**src/rtl/uart_pkg.sv**
```systemverilog
// Shared definitions for the UART transmit buffer: data width and launch FSM encoding.
package uart_pkg;

  localparam int DATA_W = 8;

  typedef enum logic [1:0] {
    IDLE  = 2'b00,
    LOAD  = 2'b01,
    START = 2'b10,
    WAIT  = 2'b11
  } tx_state_e;

endpackage

```
**src/rtl/uart_tx_fifo_checker.sv**
```systemverilog
// Structural invariants of the transmit buffer, kept apart from the datapath.
module uart_tx_fifo_checker #(
  parameter int DEPTH  = 16,
  parameter int ADDR_W = 4
) (
  input logic            clk,
  input logic            reset,
  input logic            full,
  input logic            empty,
  input logic [ADDR_W:0] count,
  input logic            overflow,
  input logic            busy,
  input logic            tx_transmission
);

  localparam logic [ADDR_W:0] DEPTH_CNT = (ADDR_W + 1)'(DEPTH);

  a_full_flag: assert property (@(posedge clk) disable iff (reset) full == (count == DEPTH_CNT));
  a_empty_flag: assert property (@(posedge clk) disable iff (reset) empty == (count == '0));
  a_count_range: assert property (@(posedge clk) disable iff (reset) count <= DEPTH_CNT);
  a_strobe_single: assert property (@(posedge clk) disable iff (reset) tx_transmission |=> !tx_transmission);
  a_strobe_busy: assert property (@(posedge clk) disable iff (reset) tx_transmission |-> busy);
  a_overflow_sticky: assert property (@(posedge clk) disable iff (reset) overflow |=> overflow);

endmodule

```
**src/rtl/uart_tx_fifo_sync_fifo.sv**
```systemverilog
// Circular byte FIFO with registered occupancy, full/empty flags and a sticky overflow flag.
module sync_fifo
  import uart_pkg::*;
#(
  parameter int DEPTH  = 16,
  parameter int ADDR_W = 4
) (
  input  logic              clk,
  input  logic              reset,
  input  logic              wr_en,
  input  logic [DATA_W-1:0] wr_data,
  input  logic              rd_en,
  output logic [DATA_W-1:0] rd_data,
  output logic              full,
  output logic              empty,
  output logic [ADDR_W:0]   count,
  output logic              overflow
);

  localparam logic [ADDR_W:0]   DEPTH_CNT = (ADDR_W + 1)'(DEPTH);
  localparam logic [ADDR_W:0]   CNT_ONE   = {{ADDR_W{1'b0}}, 1'b1};
  localparam logic [ADDR_W-1:0] PTR_ONE   = {{(ADDR_W - 1){1'b0}}, 1'b1};

  logic [DATA_W-1:0] mem [DEPTH];
  logic [ADDR_W-1:0] wr_ptr;
  logic [ADDR_W-1:0] rd_ptr;
  logic              do_wr;
  logic              do_rd;
  logic [ADDR_W:0]   count_next;

  assign rd_data = mem[rd_ptr];

  // Accept/pop qualification uses the registered flags, so a write while full is refused even if a pop lands that cycle.
  always_comb begin
    do_wr      = wr_en & ~full;
    do_rd      = rd_en & ~empty;
    count_next = count;
    if (do_wr && !do_rd) begin
      count_next = count + CNT_ONE;
    end else if (do_rd && !do_wr) begin
      count_next = count - CNT_ONE;
    end else begin
      count_next = count;
    end
  end

  // Storage array carries no reset; occupancy alone defines which entries are valid.
  always_ff @(posedge clk) begin
    if (do_wr) begin
      mem[wr_ptr] <= wr_data;
    end
  end

  // Pointers wrap naturally at DEPTH; flags are registered from the next occupancy.
  always_ff @(posedge clk) begin
    if (reset) begin
      wr_ptr   <= '0;
      rd_ptr   <= '0;
      count    <= '0;
      full     <= 1'b0;
      empty    <= 1'b1;
      overflow <= 1'b0;
    end else begin
      if (do_wr) begin
        wr_ptr <= wr_ptr + PTR_ONE;
      end
      if (do_rd) begin
        rd_ptr <= rd_ptr + PTR_ONE;
      end
      count <= count_next;
      full  <= (count_next == DEPTH_CNT);
      empty <= (count_next == '0);
      if (wr_en && full) begin
        overflow <= 1'b1;
      end
    end
  end

endmodule

```
**src/rtl/uart_tx_fifo.sv**
```systemverilog
// Byte buffer ahead of the UART transmitter: queues host writes and launches one byte per tx_done handshake.
module uart_tx_fifo
  import uart_pkg::*;
#(
  parameter int DEPTH  = 16,
  parameter int ADDR_W = 4
) (
  input  logic              clk,
  input  logic              reset,
  input  logic              wr_en,
  input  logic [DATA_W-1:0] wr_data,
  output logic              full,
  output logic              empty,
  output logic [ADDR_W:0]   count,
  output logic              overflow,
  output logic              busy,
  output logic [DATA_W-1:0] tx_data,
  output logic              tx_transmission,
  input  logic              tx_done
);

  tx_state_e         state;
  logic              tx_done_q;
  logic              done_rise;
  logic              pop;
  logic [DATA_W-1:0] head;

  assign done_rise = tx_done & ~tx_done_q;
  assign pop       = (state == LOAD) & ~empty;

  sync_fifo #(
    .DEPTH  (DEPTH),
    .ADDR_W (ADDR_W)
  ) u_fifo (
    .clk      (clk),
    .reset    (reset),
    .wr_en    (wr_en),
    .wr_data  (wr_data),
    .rd_en    (pop),
    .rd_data  (head),
    .full     (full),
    .empty    (empty),
    .count    (count),
    .overflow (overflow)
  );

  // Launch FSM; tx_done is edge-detected so a held level completes only one frame.
  always_ff @(posedge clk) begin
    if (reset) begin
      state           <= IDLE;
      tx_data         <= '0;
      tx_transmission <= 1'b0;
      busy            <= 1'b0;
      tx_done_q       <= 1'b0;
    end else begin
      tx_done_q       <= tx_done;
      tx_transmission <= 1'b0;
      case (state)
        IDLE: begin
          busy <= 1'b0;
          if (!empty) begin
            state <= LOAD;
          end
        end
        LOAD: begin
          if (!empty) begin
            tx_data         <= head;
            tx_transmission <= 1'b1;
            busy            <= 1'b1;
            state           <= START;
          end else begin
            state <= IDLE;
          end
        end
        START: begin
          state <= WAIT;
        end
        WAIT: begin
          if (done_rise) begin
            busy  <= 1'b0;
            state <= IDLE;
          end
        end
        default: begin
          busy  <= 1'b0;
          state <= IDLE;
        end
      endcase
    end
  end

  uart_tx_fifo_checker #(
    .DEPTH  (DEPTH),
    .ADDR_W (ADDR_W)
  ) u_chk (
    .clk             (clk),
    .reset           (reset),
    .full            (full),
    .empty           (empty),
    .count           (count),
    .overflow        (overflow),
    .busy            (busy),
    .tx_transmission (tx_transmission)
  );

endmodule
```
**config.mk**
```make
export PLATFORM = sky130hd
export DESIGN_NAME = uart_tx_fifo
export DESIGN_NICKNAME = d
export VERILOG_FILES = /design/src/rtl/uart_pkg.sv /design/src/rtl/uart_tx_fifo_checker.sv /design/src/rtl/uart_tx_fifo_sync_fifo.sv /design/src/rtl/uart_tx_fifo.sv
export SDC_FILE = /design/constraint.sdc
export NUM_CORES = 1
export LEC_CHECK = 0
export ABC_AREA = 0
export BUFFER_PORTS_ARGS = -buffer_cell sky130_fd_sc_hd__clkbuf_2
export CELL_PAD_IN_SITES_DETAIL_PLACEMENT = 1
export CELL_PAD_IN_SITES_GLOBAL_PLACEMENT = 1
export CORE_MARGIN = 4
export CORE_UTILIZATION = 47
export DETAILED_ROUTE_END_ITERATION = 12
export GPL_ROUTABILITY_DRIVEN = 0
export PLACE_DENSITY = 0.78
export SLEW_MARGIN = 0
export SYNTH_ARGS = -nofsm -noshare
export SYNTH_HDL_FRONTEND = slang
export SYNTH_SLANG_ARGS = --single-unit
```
**constraint.sdc**
```tcl
create_clock -name clk -period 1.9 [get_ports clk]
set_input_delay 0.285 -clock clk [delete_from_list [all_inputs] [get_ports clk]]
set_output_delay 0.285 -clock clk [all_outputs]
set_load 0.02 [all_outputs]
```
Word-level counts from Yosys, hierarchy flattened:

Memories as Yosys holds them, arrays and structs flattened. A register that Yosys moved wholly into a read port is not among the register bits.
Index checks and enable logic that the tools add are counted.

* reductions and logical operators: 12
* equality and inequality tests: 7
* bitwise logic cells: 8
* add/sub/neg operators: 4
* muxes and demuxes: 12

Operators by type and width (number)
* 5-bit two-way mux: 2
* 4-bit by 1-bit adder with 4-bit output, second input constant: 2
* 2-bit case mux with 4 select lines: 1
* 2-bit two-way mux: 3
* 2-bit inequality test, second input constant: 3
* 5-bit by 1-bit adder with 5-bit output, second input constant: 1
* 5-bit equality test, second input constant: 1
* 5-bit zero test: 1
* 1-bit two-way mux: 5
* 5-bit by 1-bit subtractor with 5-bit output, second input constant: 1
* 1-bit bitwise AND: 4
* 2-bit equality test, second input constant: 2
* 1-bit inverter: 4
* 2-bit AND reduction: 2
* 1-bit logical AND: 3
* 1-bit case mux with 3 select lines: 1
* 3-bit AND reduction: 1
* 3-bit nonzero test: 1
* 2-bit by 1-bit equality test with 1-bit output, second input constant: 1
* 1-bit zero test: 2
* 2-bit zero test: 1
* 2-bit OR reduction: 1

* output and inout bits: 18
* flip-flop bits (word level): 21
* logic and storage cells: 54
* memories kept: 1
* bits in writable memories: 128
* bits of input ports: 12

Memory list
* u_fifo.mem: words 16, bits a word 8, read ports 1, clocked after Yosys merged registers in 1, write ports 1, RTL line uart_tx_fifo_sync_fifo.sv:24 `logic [DATA_W-1:0] mem [DEPTH];`

Depth between registers and ports, before layout:

Gate-level depths: netlist of run 1.

* word-level depth: 7
* mapped depth: 7

Cells and area by module:

From an unflattened synthesis of run 1, not the netlist that was laid out.

* cells, all modules: 344
* area, all modules: 6398.6 um2

Modules (own cells, without submodules)
* sync_fifo: instances 1, cells an instance 297, area each 5923.2 um2
* uart_tx_fifo: instances 1, cells an instance 47, area each 475.5 um2

Worst setup path after synthesis of run 1:

Ideal clock, no wire load.

* path type: flip-flop to flip-flop
* start point: reg u_fifo.full
* end point: mem u_fifo.mem[3][0] (enable)
* slack: 0.008 ns
* arrival time: 1.508 ns
* period minus slack after synthesis: 1.892 ns
* stages on the path, launching flop included: 5
* buffers on the path: 1
* setup time: 0.383 ns
* cells stage by stage: dfxtp_1 -> nor2b_1 -> buf_2 -> nand2_1 -> nor3_1

* word-level cells in the longest chain between the ends: 4

RTL lines
* from (decl): RTL line uart_tx_fifo_sync_fifo.sv:14 `output logic full,`
* from (signal assigned): RTL line uart_tx_fifo_sync_fifo.sv:71 `full <= (count_next == DEPTH_CNT);`
* 1-bit inverter: RTL line uart_tx_fifo_sync_fifo.sv:35 `do_wr = wr_en & ~full;`
* 1-bit bitwise AND: RTL line uart_tx_fifo_sync_fifo.sv:35
* 1-bit two-way mux: RTL line uart_tx_fifo_sync_fifo.sv:49 `if (do_wr) begin`
* 1-bit two-way mux (not written as such): RTL line uart_tx_fifo_sync_fifo.sv:50 `mem[wr_ptr] <= wr_data;`
* to (decl): RTL line uart_tx_fifo_sync_fifo.sv:24

Every way passes these cells.

==> impl_metrics.toml, run 1 <==
[critical_path]
crit_path_end_kind = "flip-flop"
crit_path_cell_trace = "buf_12 -> buf_12 -> mux4_2 -> a22oi_2 -> a21oi_1 -> a21oi_1 -> nor2_1"
crit_required_ps = 2190
cp_slowest_stage_delay_ps = 510
path_max_fanout = 7
critical_path_arrival_ps = 2180
setup.worst_path.class = "flip-flop to flip-flop"
startpoint_type = "flip-flop"
crit_slowest_cell = "mux4_2"

[synth]
synth.cell_area_um2 = 6125
async_flop_share = 0
ys.flop_type = "edfxtp_1"
synth_largest_area_cell = "edfxtp_1"
syn_avg_cell_area_um2 = 16.92
synth_cell_types = 39
ys_warn_count = 0
ys_ff_latch = 157
synth_area_leaders = "edfxtp_1, mux4_2, dfxtp_1, nor2_1, a22oi_1"
synth_nets = 381
synth-edff-count = 128
synth_cells = 362
synth_top_cell_area_share = 0.6276
synth-seq-area-share = 0.7224

[floorplanning]
core_um2 = 12670
die_h_um = 122.2
die-area_um2 = 14920
initial_core_util = 0.4834
fp-row-count = 41
ioPinCount = 30
die_w_um = 122.2

[final_layout]
layout_common_cells = "edfxtp_1, buf_4, nor2_1"
final_layout_size_suffix_gt1_frac = 0.3661
fillers = 1154
antennaDiodeCount = 0
fin_nets = 454
final_common_cell = "edfxtp_1"
fin_cells = 620
syn_to_final_growth_pct = 22.72
multiInputGateArea_um2 = 1682
final_core_util = 0.5932
seq_area_um2 = 4431
design_area_um2 = 7516

[route]
dr.pass1.iters = 5
vias_per_cell = 5.668
drt_iter0_drc = 276
drt_wl_total_um = 14680
wl_per_cell_um = 23.68
drc = 0
vias = 3514
ant_nets = 0

[grt]
antenna_found_initial = 0
track_usage = 0.2110
grt_max_degree = 30
grt_pass1_vias = 3821
grt-ovfl-total = 0
grt_pass1_wl_um = 22450

[power]
finalPower_mw = 8.080
p_leak_nw = 2.549
irDropWorstVdd_uv = 776.8
p_per_area_nw_per_um2 = 1075

[cts]
cts.path.max_buffers = 2
cts_buffers = 17
tritoncts = "built"
cts-root-buf = "clkbuf_16"
htreeDepth = 4
clock-sinks = 157
insertion_delay_ps = 430
hold_buffers = 0
clkTransAtPathRegs_ps = 70

[timing]
report.final.slew_viol_count = 0
final.setup_skew_ps = 8.258
setup_viol = 0
maxSlewHeadroom = 0.5503
tns_ps = 0
post-route-period-util = 0.9981
worst_pin_slew_ps = 674.5
fmax_mhz = 527.3
hold_viol = 0
period_minus_slack_ps = 1896
rsz0062_at_grt = "yes"
whs_ps = 117.6
final.setup.worst_slack_ps = 3.589

[place]
dp.cells = 576
dp_slack_ps = -188.5
placed_area_um2 = 6700
hpwl_um = 9629
port_buffers = 29

[flow_run]
max-cap-violations = 0

[hold_path]
min_path_type = "primary input to flip-flop"

[status]
status = "finished, final reports clean"
## synthesized netlist by cell type (2+ instances only)
library cell	number
edfxtp_1	128
nor2_1	36
mux4_2	32
dfxtp_1	29
a21oi_1	21
a22oi_1	16
nand2_1	15
clkbuf_1	10
ha_1	7
buf_2	6
inv_1	6
nor2b_1	5
nor3_1	5
nand4_1	4
xnor2_1	4
xor2_1	4
buf_1	3
nand2b_1	3
nand3_1	3
o21ai_0	3
a211oi_1	2
nor4b_1	2
o22ai_1	2
## per-layer routing
layer / vias to the layer above / wire, µm / track usage
met5: - / 0 / 0
met4: 0 / 329 / 0.08467
met3: 26 / 685 / 0.04503
met2: 100 / 7549 / 0.3526
met1: 1826 / 6118 / 0.2708
li1: 1562 / - / -
## worst max-delay path, delay by kind of cell (launching register included)
kind                   cells  cell delay [ps]
DFF                        1              370
AOI/OAI and AO/OA          3              540
muxes                      1              510
and+or+nand+nor            1               70
buffers and inverters      2              270
## where the power goes
| group | switching (mW) | internal [mW] |
|---|---|---|
| clock | 1.40 | 1.99 |
| sequential | 0.0775 | 3.81 |
| combinational | 0.435 | 0.364 |
| total | 1.92 | 6.16 |
## flip-flops by register name (all words and copies together), names as in the netlist, 4 cells and up, named ones only
signal	flops
u_fifo.wr_ptr	4
tx_data	8
u_fifo.rd_ptr	4
u_fifo.count	5
u_fifo.mem	128
## cell type report
cell class | count | share of cell area
timing repair buffer | 74 | 0.07574
tap | 172 | 0.02863
sequential | 157 | 0.5895
clock buffer | 18 | 0.05843
inverter | 6 | 0.002997
clock inverter | 14 | 0.02098
multi-input combinational | 179 | 0.2237
## path summary, 6_finish.rpt
path	start	to	slack [ps]	cells past startpoint
hold / removal	tx_done	tx_done_q	120	2
setup / recovery	u_fifo.rd_ptr[0]	tx_data[0]	4	7
setup reg to reg	u_fifo.rd_ptr[0]	tx_data[0]	4	7
hold reg to reg	u_fifo.overflow	u_fifo.overflow	470	2
## cell families (layout without fill, tap and decap cells)
group | after synthesis | count (layout) | share of synthesized area
buf+inv | 26 | 112 | 0.01736
simple gates | 82 | 82 | 0.06456
flops | 157 | 157 | 0.7224
xor+xnor | 8 | 8 | 0.01144
fa+ha+maj | 7 | 7 | 0.01430
mux | 32 | 32 | 0.1177
compound gates | 50 | 50 | 0.05230
## timing repair
item / CTS / global route
pin swaps: 3 / 10
buffers inserted: 3 / 9
setup endpoints to repair: 5 / 9
gates resized for setup: 5 / 21
Note: power is estimated with default switching activity, not from simulation.
==> run 2, diff against run 1 <==
--- a/config.mk
+++ b/config.mk
@@ -11,9 +11,11 @@
 export CELL_PAD_IN_SITES_GLOBAL_PLACEMENT = 1
 export CORE_MARGIN = 4
 export CORE_UTILIZATION = 47
+export CTS_CLUSTER_DIAMETER = 200
 export DETAILED_ROUTE_END_ITERATION = 12
 export GPL_ROUTABILITY_DRIVEN = 0
 export PLACE_DENSITY = 0.78
+export RECOVER_POWER = 25
 export SLEW_MARGIN = 0
 export SYNTH_ARGS = -nofsm -noshare
 export SYNTH_HDL_FRONTEND = slang
==> run 2 against run 1 <==
Effect of this change:
- the run now ends with negative setup slack left
- final cell count did not move
- critical path depth did not move
- design area barely moved
- die area did not move
- global-route usage did not move
- clock-buffer cell count did not move
- power fell by 0.19%
==> impl_metrics.toml, run 2 (synthesis results as in run 1) <==
[critical_path]
startpoint_type = "flip-flop"
crit_required_ps = 2180
setup.worst_path.class = "flip-flop to flip-flop"
r2r_cells = 7
path_max_fanout = 7
crit_path_end_kind = "flip-flop"
critical_path_arrival_ps = 2200

[grt]
track_usage = 0.2110
grt_max_degree = 30
grt-ovfl-total = 0
grt_pass1_vias = 3821
grt_pass1_wl_um = 22450
antenna_found_initial = 0

[timing]
final.setup_skew_ps = 6.638
hold_viol = 0
worst_pin_slew_ps = 764.1
post-route-period-util = 1.009
final.setup.worst_slack_ps = -16.47
maxSlewHeadroom = 0.4906
tns_ps = -16.47
period_minus_slack_ps = 1916
setup_viol = 1
rsz0062_at_grt = "yes"
report.final.slew_viol_count = 0
fmax_mhz = 521.8

[floorplanning]
die_w_um = 122.2
ioPinCount = 30
core_um2 = 12670
initial_core_util = 0.4834
fp-row-count = 41
die_h_um = 122.2
die-area_um2 = 14920

[route]
drt_wl_total_um = 14610
ant_nets = 0
dr.pass1.iters = 4
drc = 0
drt_iter0_drc = 262
wl_per_cell_um = 23.57
vias = 3531
vias_per_cell = 5.695

[cts]
clkTransAtPathRegs_ps = 70
clock-sinks = 157
cts-root-buf = "clkbuf_16"
cts_buffers = 17
insertion_delay_ps = 420
tritoncts = "built"
hold_buffers = 0
htreeDepth = 4
cts.path.max_buffers = 2

[status]
status = "complete, but fails checks"
violations = "negative setup slack"

[final_layout]
final_common_cell = "edfxtp_1"
seq_area_um2 = 4431
reg_top3 = "u_fifo.mem: 128 flops, tx_data: 8 flops, u_fifo.count: 5 flops"
final_core_util = 0.5927
fillers = 1156
regMostFlops = "u_fifo.mem"
fin_cells = 620
antennaDiodeCount = 0
syn_to_final_growth_pct = 22.61
largest_reg_flops = 128
final_layout_size_suffix_gt1_frac = 0.3549
layout_common_cells = "edfxtp_1, buf_4, nor2_1"
fin_nets = 454
multiInputGateArea_um2 = 1682

[power]
p_leak_nw = 2.534
finalPower_mw = 8.065
p_per_area_nw_per_um2 = 1074
irDropWorstVdd_uv = 774.6

[place]
dp.cells = 576
hpwl_um = 9629
dp_slack_ps = -188.5
port_buffers = 29

[flow_run]
max-cap-violations = 0

[hold_path]
whs_path_depth = 2
min_path_type = "primary input to flip-flop"
[run 2: changes by cell type in the layout (fill, tap and decap cells not counted)]
| cell | delta |
|---|---|
| clkbuf_1 | +5 |
| clkbuf_2 | -5 |
[run 2: worst max-delay path, stage by stage (launching register included)]
cell and delay, ps:
dfxtp_4 370, buf_12 130, buf_12 140, mux4_2 510
a22oi_2 300, a21oi_1 100, a21oi_1 150, nor2_1 70
[run 2: final timing paths]
path	from	to	slack, ps
worst max-delay path	u_fifo.rd_ptr[0]	tx_data[0]	-20
worst min-delay path	tx_done	tx_done_q	120
worst max register to register	u_fifo.rd_ptr[0]	tx_data[0]	-20
worst min register to register	u_fifo.overflow	u_fifo.overflow	470
[run 2: through the flow]
stage	hold slack (ps)	cell area (µm²)
after floorplan	383.9	6125
after global placement	446.8	6700
after detailed placement	472.5	6700
after CTS	104.6	7356
after global routing	119.4	7510
final	118.1	7510
[run 2: metal layers]
layer | vias up | GRT usage | part of all wire
met2 | 118 | 0.3526 | 0.52
met1 | 1830 | 0.2708 | 0.40
met3 | 22 | 0.04503 | 0.058
met4 | 0 | 0.08467 | 0.019
met5 | - | 0 | 0
li1 | 1561 | - | -
[run 2: timing repair]
action / in CTS / in global routing
resized for setup: 5 / 21
setup buffers: 3 / 9
gates cloned: 0 / 0
endpoints found under the setup margin: 5 / 9
pin swaps: 3 / 10
[run 2: cell type report]
class                      instances  area share
clock buffer                      18     0.05848
inverter                           6    0.002999
clock inverter                    14     0.02099
sequential                       157      0.5900
timing repair buffer              74     0.07498
multi-input combinational        179      0.2239
tap                              172     0.02866
[run 2: power breakdown]
part	total [mW]	internal, mW	leakage (nW)	switching (mW)
Clock	3.38	1.99	0.290	1.39
Sequential	3.88	3.81	1.39	0.0773
Combinational	0.796	0.362	0.851	0.434
